**src/rtl/cav_lock_seq.sv**
```systemverilog
// Lock-acquisition sequencer for one cavity servo integrator: ramps NI, declares lock,
// detects rail/large-error loss of lock, clears the integrator and re-acquires.
module cav_lock_seq #(
   parameter int SIGNAL_SIZE = 25,
   parameter int CW          = 20,
   parameter int NI_STEP     = 1
) (
   input  logic                          clk,
   input  logic                          rst,
   input  logic                          enable,
   input  logic                          hold_req,
   input  logic signed [SIGNAL_SIZE-1:0] s_err,
   input  logic signed [SIGNAL_SIZE-1:0] s_out,
   input  logic signed [SIGNAL_SIZE-1:0] UL,
   input  logic signed [SIGNAL_SIZE-1:0] LL,
   input  logic        [SIGNAL_SIZE-2:0] err_th,
   input  logic signed [9:0]             NI_start,
   input  logic signed [9:0]             NI_final,
   input  logic        [CW-1:0]          t_dwell,
   input  logic        [CW-1:0]          t_unlock,
   input  logic        [CW-1:0]          t_wait,
   output logic                          on,
   output logic                          hold,
   output logic signed [9:0]             NI,
   output logic                          locked,
   output logic        [2:0]             state,
   output logic        [7:0]             relock_cnt
);

   typedef enum logic [2:0] {
      ST_IDLE   = 3'd0,
      ST_RAMP   = 3'd1,
      ST_LOCKED = 3'd2,
      ST_HOLD   = 3'd3,
      ST_CLEAR  = 3'd4
   } state_t;

   state_t                  state_q, state_d;
   logic signed [9:0]       ni_q, ni_d;
   logic        [CW-1:0]    dwell_q, dwell_d;
   logic        [CW-1:0]    unlock_q, unlock_d;
   logic        [CW-1:0]    wait_q, wait_d;
   logic        [7:0]       relock_q, relock_d;
   logic                    on_q, on_d;
   logic                    hold_q, hold_d;
   logic                    locked_q, locked_d;

   logic signed [9:0]             ni_min;
   logic        [SIGNAL_SIZE-1:0] err_mag;
   logic                          bad;
   logic        [CW-1:0]          dwell_eff, unlock_eff, wait_eff;
   logic        [CW:0]            dwell_inc, unlock_inc, wait_inc;
   logic                          dwell_hit, unlock_hit, wait_hit;
   logic signed [10:0]            ni_cur_x, ni_final_x, ni_stepped;
   logic signed [9:0]             ni_ramp_next;

   assign ni_min = (NI_start < NI_final) ? NI_start : NI_final;

   // Magnitude kept at full width so the most negative error maps to 2^(SS-1),
   // which lies above every representable threshold.
   assign err_mag = s_err[SIGNAL_SIZE-1] ? $unsigned(-s_err) : $unsigned(s_err);
   assign bad     = (s_out >= UL) | (s_out <= LL) | (err_mag > {1'b0, err_th});

   assign dwell_eff  = (t_dwell  == '0) ? CW'(1) : t_dwell;
   assign unlock_eff = (t_unlock == '0) ? CW'(1) : t_unlock;
   assign wait_eff   = (t_wait   == '0) ? CW'(1) : t_wait;

   assign dwell_inc  = {1'b0, dwell_q}  + {{CW{1'b0}}, 1'b1};
   assign unlock_inc = {1'b0, unlock_q} + {{CW{1'b0}}, 1'b1};
   assign wait_inc   = {1'b0, wait_q}   + {{CW{1'b0}}, 1'b1};

   assign dwell_hit  = dwell_inc  >= {1'b0, dwell_eff};
   assign unlock_hit = unlock_inc >= {1'b0, unlock_eff};
   assign wait_hit   = wait_inc   >= {1'b0, wait_eff};

   assign ni_cur_x     = {ni_q[9], ni_q};
   assign ni_final_x   = {NI_final[9], NI_final};
   assign ni_stepped   = ni_cur_x + 11'(NI_STEP);
   assign ni_ramp_next = (ni_stepped >= ni_final_x) ? NI_final : ni_stepped[9:0];

   always_comb begin
      state_d  = state_q;
      ni_d     = ni_q;
      dwell_d  = dwell_q;
      unlock_d = unlock_q;
      wait_d   = wait_q;
      relock_d = relock_q;
      if (!enable) begin
         state_d  = ST_IDLE;
         ni_d     = ni_min;
         dwell_d  = '0;
         unlock_d = '0;
         wait_d   = '0;
      end else begin
         case (state_q)
            ST_IDLE: begin
               state_d  = ST_RAMP;
               ni_d     = ni_min;
               dwell_d  = '0;
               unlock_d = '0;
               wait_d   = '0;
            end
            ST_RAMP: begin
               if (dwell_hit) begin
                  dwell_d = '0;
                  if (ni_q < NI_final) begin
                     ni_d = ni_ramp_next;
                  end else begin
                     ni_d     = NI_final;
                     state_d  = ST_LOCKED;
                     unlock_d = '0;
                  end
               end else begin
                  dwell_d = dwell_inc[CW-1:0];
               end
            end
            ST_LOCKED: begin
               // An unlock reached on the same cycle as hold_req takes precedence.
               if (bad && unlock_hit) begin
                  state_d  = ST_CLEAR;
                  ni_d     = ni_min;
                  unlock_d = '0;
                  wait_d   = '0;
                  relock_d = (relock_q == 8'hFF) ? relock_q : relock_q + 8'd1;
               end else begin
                  unlock_d = bad ? unlock_inc[CW-1:0] : '0;
                  if (hold_req) state_d = ST_HOLD;
               end
            end
            ST_HOLD: begin
               if (!hold_req) state_d = ST_LOCKED;
            end
            ST_CLEAR: begin
               ni_d = ni_min;
               if (wait_hit) begin
                  state_d = ST_RAMP;
                  wait_d  = '0;
                  dwell_d = '0;
               end else begin
                  wait_d = wait_inc[CW-1:0];
               end
            end
            default: begin
               state_d  = ST_IDLE;
               ni_d     = ni_min;
               dwell_d  = '0;
               unlock_d = '0;
               wait_d   = '0;
            end
         endcase
      end
      on_d     = (state_d == ST_RAMP) || (state_d == ST_LOCKED) || (state_d == ST_HOLD);
      hold_d   = (state_d == ST_HOLD);
      locked_d = (state_d == ST_LOCKED) || (state_d == ST_HOLD);
   end

   always_ff @(posedge clk) begin
      if (rst) begin
         state_q  <= ST_IDLE;
         ni_q     <= NI_start;
         dwell_q  <= '0;
         unlock_q <= '0;
         wait_q   <= '0;
         relock_q <= '0;
         on_q     <= 1'b0;
         hold_q   <= 1'b0;
         locked_q <= 1'b0;
      end else begin
         state_q  <= state_d;
         ni_q     <= ni_d;
         dwell_q  <= dwell_d;
         unlock_q <= unlock_d;
         wait_q   <= wait_d;
         relock_q <= relock_d;
         on_q     <= on_d;
         hold_q   <= hold_d;
         locked_q <= locked_d;
      end
   end

   assign on         = on_q;
   assign hold       = hold_q;
   assign NI         = ni_q;
   assign locked     = locked_q;
   assign state      = state_q;
   assign relock_cnt = relock_q;

endmodule

```
**config.mk**
```make
export PLATFORM = sky130hd
export DESIGN_NAME = cav_lock_seq
export DESIGN_NICKNAME = d
export VERILOG_FILES = /design/src/rtl/cav_lock_seq.sv
export SDC_FILE = /design/constraint.sdc
export NUM_CORES = 1
export LEC_CHECK = 0
export CAP_MARGIN = 25
export CORE_MARGIN = 2
export CORE_UTILIZATION = 50
export CTS_CLUSTER_SIZE = 20
export DETAILED_ROUTE_END_ITERATION = 8
export DONT_BUFFER_PORTS = 1
export SKIP_LAST_GASP = 1
export SYNTH_ARGS = -nofsm -noshare
export SYNTH_HDL_FRONTEND = slang
export SYNTH_SLANG_ARGS = --single-unit
export TNS_END_PERCENT = 100
```
**constraint.sdc**
```tcl
create_clock -name clk -period 14.55 [get_ports clk]
set_input_delay 3.6375 -clock clk [delete_from_list [all_inputs] [get_ports clk]]
set_output_delay 3.6375 -clock clk [all_outputs]
set_load 0.02 [all_outputs]
```
==> metrics.log, run 1 <==
INFO  metric grt_first_pass_wirelength = 38,200 um
INFO  metric max-vdd-ir-drop = 68.6 uV
INFO  metric ys_seq_area_share = 19.0%
INFO  metric post_synth.cell_area_avg = 7.80 um2
INFO  metric cts_hold_buffers = 0
INFO  metric worstSetupStartpointType = input pin
INFO  metric cts.reportedPaths.clkPinSlew = 0.06 ns
INFO  metric gp_routability_congestion = 0.848
INFO  metric min_to = unlock_q[4]$_SDFFE_PN0P_
INFO  metric ys_dominant_reg_cell = sky130_fd_sc_hd__dfxtp_1
INFO  metric antenna_violations_before_repair = 1
INFO  metric power.density_cell_area = 66.6 nW/um2
INFO  metric synth_top_area_share = 22.7%
INFO  metric postRouteAntennaNets = 0
INFO  metric critical_path_peak_fanout = 24
INFO  metric die_area = 19,800 um2
INFO  metric proportion_of_layout_cells_with_a_drive_suffix_above_1 = 4.36%
INFO  metric area_growth = 6.15%
INFO  metric clock-skew-final = 0.0121 ns
INFO  metric floorplan.die.width = 141 um
INFO  metric rr_startpoint = unlock_q[0]$_SDFFE_PN0P_
INFO  metric cts_root_buf = sky130_fd_sc_hd__clkbuf_16
INFO  metric detailedRoute.firstIterationViolations = 368
INFO  metric routed_wire_length_per_instance = 16.4 um
INFO  metric wl_met3 = 1460 um
INFO  metric synth_edf_count = 10
INFO  metric cts_max_path_buffers = 2
INFO  metric regToRegSetupSlack = 9.36 ns
INFO  metric setup_viol = 0
INFO  metric worstHoldStart = unlock_q[4]$_SDFFE_PN0P_
INFO  metric rr_endpoint = NI[1]$_DFFE_PP_
INFO  metric holdCritPathClass = flop to flop
INFO  metric yosys.cell_types.count = 65
INFO  metric setup.worst_path.class = input pin to flop
INFO  metric num_rows = 50
INFO  metric via_count = 8,422
INFO  metric dp_hpwl = 19,100 um
INFO  metric grt_start_max_net_pins = 45
INFO  metric maxCapViolCount = 0
INFO  metric hold_violations = 0
INFO  metric p_clk_share = 41.1%
INFO  metric run_status = completed
INFO  metric min_path_cells = 2
INFO  metric yosys_reg_bits = 84
INFO  metric cell_taking_the_most_area_after_synthesis = sky130_fd_sc_hd__ha_1
INFO  metric max_freq = 0.114 GHz
INFO  metric drt_drc_violations_left = 0
INFO  metric grt_setup_unrepaired = no
INFO  metric core_outline_area = 18,500 um2
INFO  metric top_layer = met4
INFO  metric async_flop_share = 0%
INFO  metric tritoncts_num_sinks = 84
INFO  metric timing.critical_path.cells = or4_1 > or3_1 > or3_1 > or2_2 > o41ai_1 > xnor2_1 > ha_1 > nand4_1 > nor4_1 > nand2_1 > o22ai_1 > a31oi_1 > nor4_1 > or2_1 > o211ai_1
INFO  metric cts_setup_buffers = 0
INFO  metric gate_count_after_technology_mapping = 1,201
INFO  metric cp_slowest_cell = sky130_fd_sc_hd__or2_1
INFO  metric synthesis.yosys.warnings = 0
INFO  metric detail_route.wirelength = 23,500 um
INFO  metric ys_top_cells_by_area = sky130_fd_sc_hd__ha_1 23%, sky130_fd_sc_hd__dfxtp_1 16%, sky130_fd_sc_hd__inv_1 6.7%, sky130_fd_sc_hd__xnor2_1 5.0%, sky130_fd_sc_hd__a21oi_1 3.8%
INFO  metric global_route.usage.total = 23.4%
INFO  metric detail_route.first_pass.iterations = 6
INFO  metric routed-wl-met2 = 10,600 um
INFO  metric fin_crit_sh = 60.1%
INFO  metric seq_power_share = 38.1%
INFO  metric summed_negative_setup_slack_over_all_endpoints = 0 ns
INFO  metric tritoncts = yes
INFO  metric worstSkewPairLatency = 0.35 ns
INFO  metric switching_share = 28.5%
INFO  metric worst_slew_pin_slew = 0.895 ns
INFO  metric final-max-slew-violation-count = 0
INFO  metric critPathMaxStageDelay = 0.69 ns
INFO  metric final.fill_count = 1,848
INFO  metric p_comb_share = 20.8%
INFO  metric postLayoutCellArea = 9940 um2
INFO  metric post_cts_resized = 0
INFO  metric internal_power = 0.000473 W
INFO  metric final_nets = 1,566
INFO  metric synth_top_cells_by_count = 170 x sky130_fd_sc_hd__ha_1, 167 x sky130_fd_sc_hd__inv_1, 74 x sky130_fd_sc_hd__dfxtp_1, 71 x sky130_fd_sc_hd__a21oi_1
INFO  metric grt_remaining_overflow = 0
INFO  metric port-buffer-count = 0
INFO  metric syn_nets = 1,579
INFO  metric vias_in_the_first_global_route = 7,925
INFO  metric ioPinCount = 232
INFO  metric timing.final.crit_period = 8.75 ns
INFO  metric critPathRequiredTime = 14.50 ns
INFO  metric slew-limit-headroom = 40.1%
INFO  metric post_dp_cell_area = 9580 um2
INFO  metric reg2regPathDepth = 17
INFO  metric post_drt_via_cell_ratio = 5.90
INFO  metric met1_length = 11,000 um
INFO  metric die-height = 141 um
INFO  metric post_synth_instance_area = 9360 um2
INFO  metric cp.arrival = 8.70 ns
INFO  metric critical_path_end_type = flop
INFO  metric h-tree-depth = 3
INFO  metric power_switching = 0.000189 W
INFO  metric start_util = 50.6%
INFO  metric cts_buffers = 9
INFO  metric p_leak = 4.75 nW
INFO  metric post-synth-top-count-cell = sky130_fd_sc_hd__ha_1
## worst max path at each step
stage	startpoint	to
floorplan	s_err[10]	NI[0]$_DFFE_PP_
global placement	s_err[10]	NI[0]$_DFFE_PP_
detailed placement	s_err[10]	NI[1]$_DFFE_PP_
CTS	s_err[10]	NI[1]$_DFFE_PP_
global route	s_err[10]	NI[1]$_DFFE_PP_
finish	s_err[10]	NI[1]$_DFFE_PP_
## final cells by class
cell class	count	area, um2	share of cell area (%)
Antenna cell	1	2.50	0.0252
Clock buffer	11	236	2.38
Clock inverter	5	108	1.08
Inverter	168	631	6.35
Multi-Input combinational cell	916	6820	68.6
Sequential cell	84	1780	17.9
Tap cell	234	293	2.95
Timing Repair Buffer	9	67.6	0.680
## cell usage in the layout, fill, tap and decap left out, types with 23 or more instances in the layout
cell / synthesis / final
sky130_fd_sc_hd__nand2_1: 68 / 68
sky130_fd_sc_hd__ha_1: 170 / 170
sky130_fd_sc_hd__xor2_1: 23 / 23
sky130_fd_sc_hd__nand4_1: 24 / 24
sky130_fd_sc_hd__o21ai_0: 51 / 51
sky130_fd_sc_hd__a21oi_1: 71 / 71
sky130_fd_sc_hd__xnor2_1: 53 / 53
sky130_fd_sc_hd__nor2_1: 68 / 68
sky130_fd_sc_hd__dfxtp_1: 74 / 74
sky130_fd_sc_hd__nand3_1: 52 / 52
sky130_fd_sc_hd__inv_1: 167 / 167
## flip-flops by register name, indices dropped and copies added, names as in the netlist
| register | flops |
|---|---|
| dwell_q | 20 |
| unlock_q | 20 |
| wait_q | 20 |
| NI | 10 |
| relock_cnt | 8 |
| state | 3 |
| hold | 1 |
| locked | 1 |
| on | 1 |
## power groups by stage
stage	clock, W	combinational, W	sequential (W)
finish	0.000272	0.000138	0.000253
CTS	0.000277	0.000138	0.000252
global route	0.000285	0.000160	0.000253
floorplan	0	0.000109	0.000254
detailed placement	0	0.000137	0.000258
global placement	0	0.000136	0.000258
## critical path: cells and delay by family
family | cells | cell delay [ns]
XOR/XNOR | 1 | 0.11
AO/OA/AOI/OAI | 4 | 1.09
AND/OR/NAND/NOR | 9 | 3.55
adder cells (fa/ha/maj) | 1 | 0.30
## per-layer routing
layer  vias up  track usage (%)
li1       4339                -
met1      3841             31.1
met2       210             38.4
met3        32             5.43
met4         0             5.79
met5         -                0
## logic make-up (layout without fill, tap and decap cells)
| kind of cell | count (synthesis) | after routing | synth area share (%) |
|---|---|---|---|
| AND/OR/NAND/NOR | 378 | 378 | 21.4 |
| AO/OA/AOI/OAI | 287 | 287 | 21.0 |
| buffers and inverters | 201 | 193 | 8.19 |
| adder cells (fa/ha/maj) | 170 | 170 | 22.7 |
| flip-flops | 84 | 84 | 19.0 |
| XOR/XNOR | 76 | 76 | 7.11 |
| multiplexers | 5 | 5 | 0.561 |
| other | 0 | 1 | 0 |
## stage by stage
step	hold slack [ns]	worst slack (ns)	std cells	power (W)	utilization (%)
after floorplan	0.463	6.20	1201	0.000364	-
after global placement	0.479	5.47	1410	0.000394	51.8
after detailed placement	0.487	5.38	1410	0.000395	51.8
after CTS	0.497	5.74	1426	0.000668	53.6
after global routing	0.545	5.29	1427	0.000698	53.7
final	0.496	5.80	1428	0.000662	53.7
Note: power is estimated with default switching activity, not from simulation.
==> inputs of run 2 (changes only) <==
- clock period: 14.55 -> 9.1 ns (I/O delays scaled with it)
==> metrics.log, run 2 (synthesis gave the netlist of run 1 again) <==
INFO  metric die-height = 141 um (unchanged)
INFO  metric critical_path_end_type = flop (unchanged)
INFO  metric run_status = completed (unchanged)
INFO  metric final-max-slew-violation-count = 0 (unchanged)
INFO  metric maxCapViolCount = 0 (unchanged)
INFO  metric post_drt_via_cell_ratio = 5.88 (was 5.90)
INFO  metric die_area = 19,800 um2 (unchanged)
INFO  metric max-vdd-ir-drop = 125 uV (was 68.6 uV)
INFO  metric h-tree-depth = 3 (unchanged)
INFO  metric proportion_of_layout_cells_with_a_drive_suffix_above_1 = 4.44% (was 4.36%)
INFO  metric regArea = 1780 um2 (unchanged)
INFO  metric regToRegSetupSlack = 4.13 ns (was 9.36 ns)
INFO  metric tritoncts = yes (unchanged)
INFO  metric area_growth = 5.75% (was 6.15%)
INFO  metric p_leak = 4.73 nW (was 4.75 nW)
INFO  metric cp.arrival = 6.96 ns (was 8.70 ns)
INFO  metric switching_share = 29.7% (was 28.5%)
INFO  metric final.fill_count = 1,844 (was 1,848)
INFO  metric via_count = 8,392 (was 8,422)
INFO  metric worst_setup_path_endpoint = NI[0]$_DFFE_PP_ (was NI[1]$_DFFE_PP_)
INFO  metric cts_setup_buffers = 0 (unchanged)
INFO  metric rr_endpoint = NI[0]$_DFFE_PP_ (was NI[1]$_DFFE_PP_)
INFO  metric vias_in_the_first_global_route = 7,850 (was 7,925)
INFO  metric setup.worst_path.class = input pin to flop (unchanged)
INFO  metric summed_negative_setup_slack_over_all_endpoints = 0 ns (unchanged)
INFO  metric global_route.usage.total = 23.2% (was 23.4%)
INFO  metric floorplan.die.width = 141 um (unchanged)
INFO  metric critPathRequiredTime = 9.06 ns (was 14.50 ns)
INFO  metric cts_hold_buffers = 0 (unchanged)
INFO  metric reg2regPathDepth = 15 (was 17)
INFO  metric grt_setup_unrepaired = no (unchanged)
INFO  metric cts_buffers = 9 (unchanged)
INFO  metric post_cts_resized = 0 (unchanged)
INFO  metric final_common_cell = sky130_fd_sc_hd__ha_1 (unchanged)
INFO  metric cts_max_path_buffers = 2 (unchanged)
INFO  metric critical_path_peak_fanout = 24 (unchanged)
INFO  metric core_outline_area = 18,500 um2 (unchanged)
INFO  metric rr_startpoint = dwell_q[0]$_SDFFE_PN0P_ (was unlock_q[0]$_SDFFE_PN0P_)
INFO  metric multi_input_logic_area = 6820 um2 (unchanged)
INFO  metric fin_crit_sh = 77.0%
INFO  metric final_nets = 1,567 (was 1,566)
INFO  metric gp_routability_congestion = 0.859 (was 0.848)
INFO  metric hold_violations = 0 (unchanged)
INFO  metric detailedRoute.firstIterationViolations = 298 (was 368)
INFO  metric hold-worst-slack = 0.496 ns (about the same)
INFO  metric dp_hpwl = 19,200 um (was 19,100 um)
INFO  metric num_rows = 50 (unchanged)
INFO  metric routed_wire_length_per_instance = 16.4 um (about the same)
INFO  metric start_util = 50.6% (unchanged)
INFO  metric cts.reportedPaths.clkPinSlew = 0.06 ns (about the same)
INFO  metric most_frequent_cells_in_the_layout = 170 x sky130_fd_sc_hd__ha_1, 167 x sky130_fd_sc_hd__inv_1, 74 x sky130_fd_sc_hd__dfxtp_1 (unchanged)
INFO  metric internal_power = 0.000704 W (was 0.000473 W)
INFO  metric launch_point_of_the_worst_path = s_err[10] (unchanged)
INFO  metric detail_route.wirelength = 23,500 um (about the same)
INFO  metric layout_top_registers = dwell_q (20), unlock_q (20), wait_q (20) (unchanged)
INFO  metric clock-skew-final = 0.0109 ns (was 0.0121 ns)
INFO  metric ioPinCount = 232 (unchanged)
INFO  metric worstSkewPairLatency = 0.35 ns (about the same)
INFO  metric slew-limit-headroom = 39.4% (was 40.1%)
INFO  metric worstSetupStartpointType = input pin (unchanged)
INFO  metric p_clk_share = 37.4% (was 41.1%)
INFO  metric postRouteAntennaNets = 0 (unchanged)
INFO  metric power.density_cell_area = 101 nW/um2 (was 66.6 nW/um2)
INFO  metric tritoncts_num_sinks = 84 (unchanged)
INFO  metric setup_viol = 0 (unchanged)
INFO  metric antenna_violations_before_repair = 1 (unchanged)
INFO  metric cts_root_buf = sky130_fd_sc_hd__clkbuf_16 (unchanged)
INFO  metric detail_route.first_pass.iterations = 5 (was 6)
INFO  metric max_freq = 0.143 GHz
INFO  metric drt_drc_violations_left = 0 (unchanged)
INFO  metric seq_power_share = 40.4% (was 38.1%)
INFO  metric holdCritPathClass = flop to flop (unchanged)
INFO  metric power_switching = 0.000297 W (was 0.000189 W)
INFO  metric worst_slew_pin_slew = 0.906 ns (was 0.895 ns)
INFO  metric grt_start_max_net_pins = 45 (unchanged)
INFO  metric grt_remaining_overflow = 0 (unchanged)
INFO  metric port-buffer-count = 0 (unchanged)
INFO  metric grt_first_pass_wirelength = 37,800 um (was 38,200 um)
INFO  metric p_comb_share = 22.2% (was 20.8%)
INFO  metric timing.final.crit_period = 7.00 ns
## run 2: worst max-delay path, stage by stage
cell and delay (ns):
sky130_fd_sc_hd__or4_1 0.58, sky130_fd_sc_hd__or3_1 0.34, sky130_fd_sc_hd__or3_1 0.37, sky130_fd_sc_hd__or2_2 0.33, sky130_fd_sc_hd__o41ai_1 0.32, sky130_fd_sc_hd__xnor2_1 0.11
sky130_fd_sc_hd__ha_1 0.30, sky130_fd_sc_hd__nand4_1 0.12, sky130_fd_sc_hd__nor4_1 0.38, sky130_fd_sc_hd__nand2_1 0.12, sky130_fd_sc_hd__o22ai_1 0.14, sky130_fd_sc_hd__a31oi_1 0.06
sky130_fd_sc_hd__nor4_1 0.65, sky130_fd_sc_hd__or2_1 0.19, sky130_fd_sc_hd__buf_4 0.25, sky130_fd_sc_hd__o211ai_1 0.41
## run 2: cell type report
cell class	count	area share, %
flip-flops and latches	84	18.0
clock buffers	10	2.41
clock inverters	5	0.607
multi-input cells	916	68.9
diodes	1	0.0253
inverters	168	6.37
repair buffers	10	0.758
well taps	234	2.96
## run 2: through the flow
step                      utilization (%)  area, um2  worst slack (ns)  power, W  instances
final                                53.5       9900              2.10   0.00100       1428
after detailed placement             51.8       9600              1.73  0.000633       1412
after floorplan                         -       9360              2.11  0.000582       1201
after CTS                            53.5       9900              2.09   0.00101       1427
after global routing                 53.5       9900              1.71   0.00106       1427
after global placement               51.8       9600              1.86  0.000629       1412
## run 2: worst min-delay path by stage
stage	start	endpoint	slack, ns	depth (start not counted)
floorplan	unlock_q[4]$_SDFFE_PN0P_	unlock_q[4]$_SDFFE_PN0P_	0.46	2
global placement	unlock_q[4]$_SDFFE_PN0P_	unlock_q[4]$_SDFFE_PN0P_	0.48	2
detailed placement	unlock_q[4]$_SDFFE_PN0P_	unlock_q[4]$_SDFFE_PN0P_	0.49	2
CTS	unlock_q[4]$_SDFFE_PN0P_	unlock_q[4]$_SDFFE_PN0P_	0.50	2
global route	unlock_q[4]$_SDFFE_PN0P_	unlock_q[4]$_SDFFE_PN0P_	0.53	2
finish	unlock_q[4]$_SDFFE_PN0P_	unlock_q[4]$_SDFFE_PN0P_	0.50	2
## run 2: layer usage
layer	up-vias	wire, um	part of all wire (%)	track usage [%]
li1	4344	-	-	-
met1	3828	11100	47	31.7
met2	195	10600	45	37.7
met3	25	1360	5.8	4.52
met4	0	349	1.5	5.47
met5	-	0	0	0
## run 2: power by group through the flow
stage / logic [W] / registers (W) / clock network (W)
after CTS: 0.000222 / 0.000404 / 0.000384
after floorplan: 0.000175 / 0.000407 / 0
after global routing: 0.000257 / 0.000405 / 0.000398
final: 0.000222 / 0.000404 / 0.000375
after global placement: 0.000217 / 0.000412 / 0
after detailed placement: 0.000221 / 0.000412 / 0
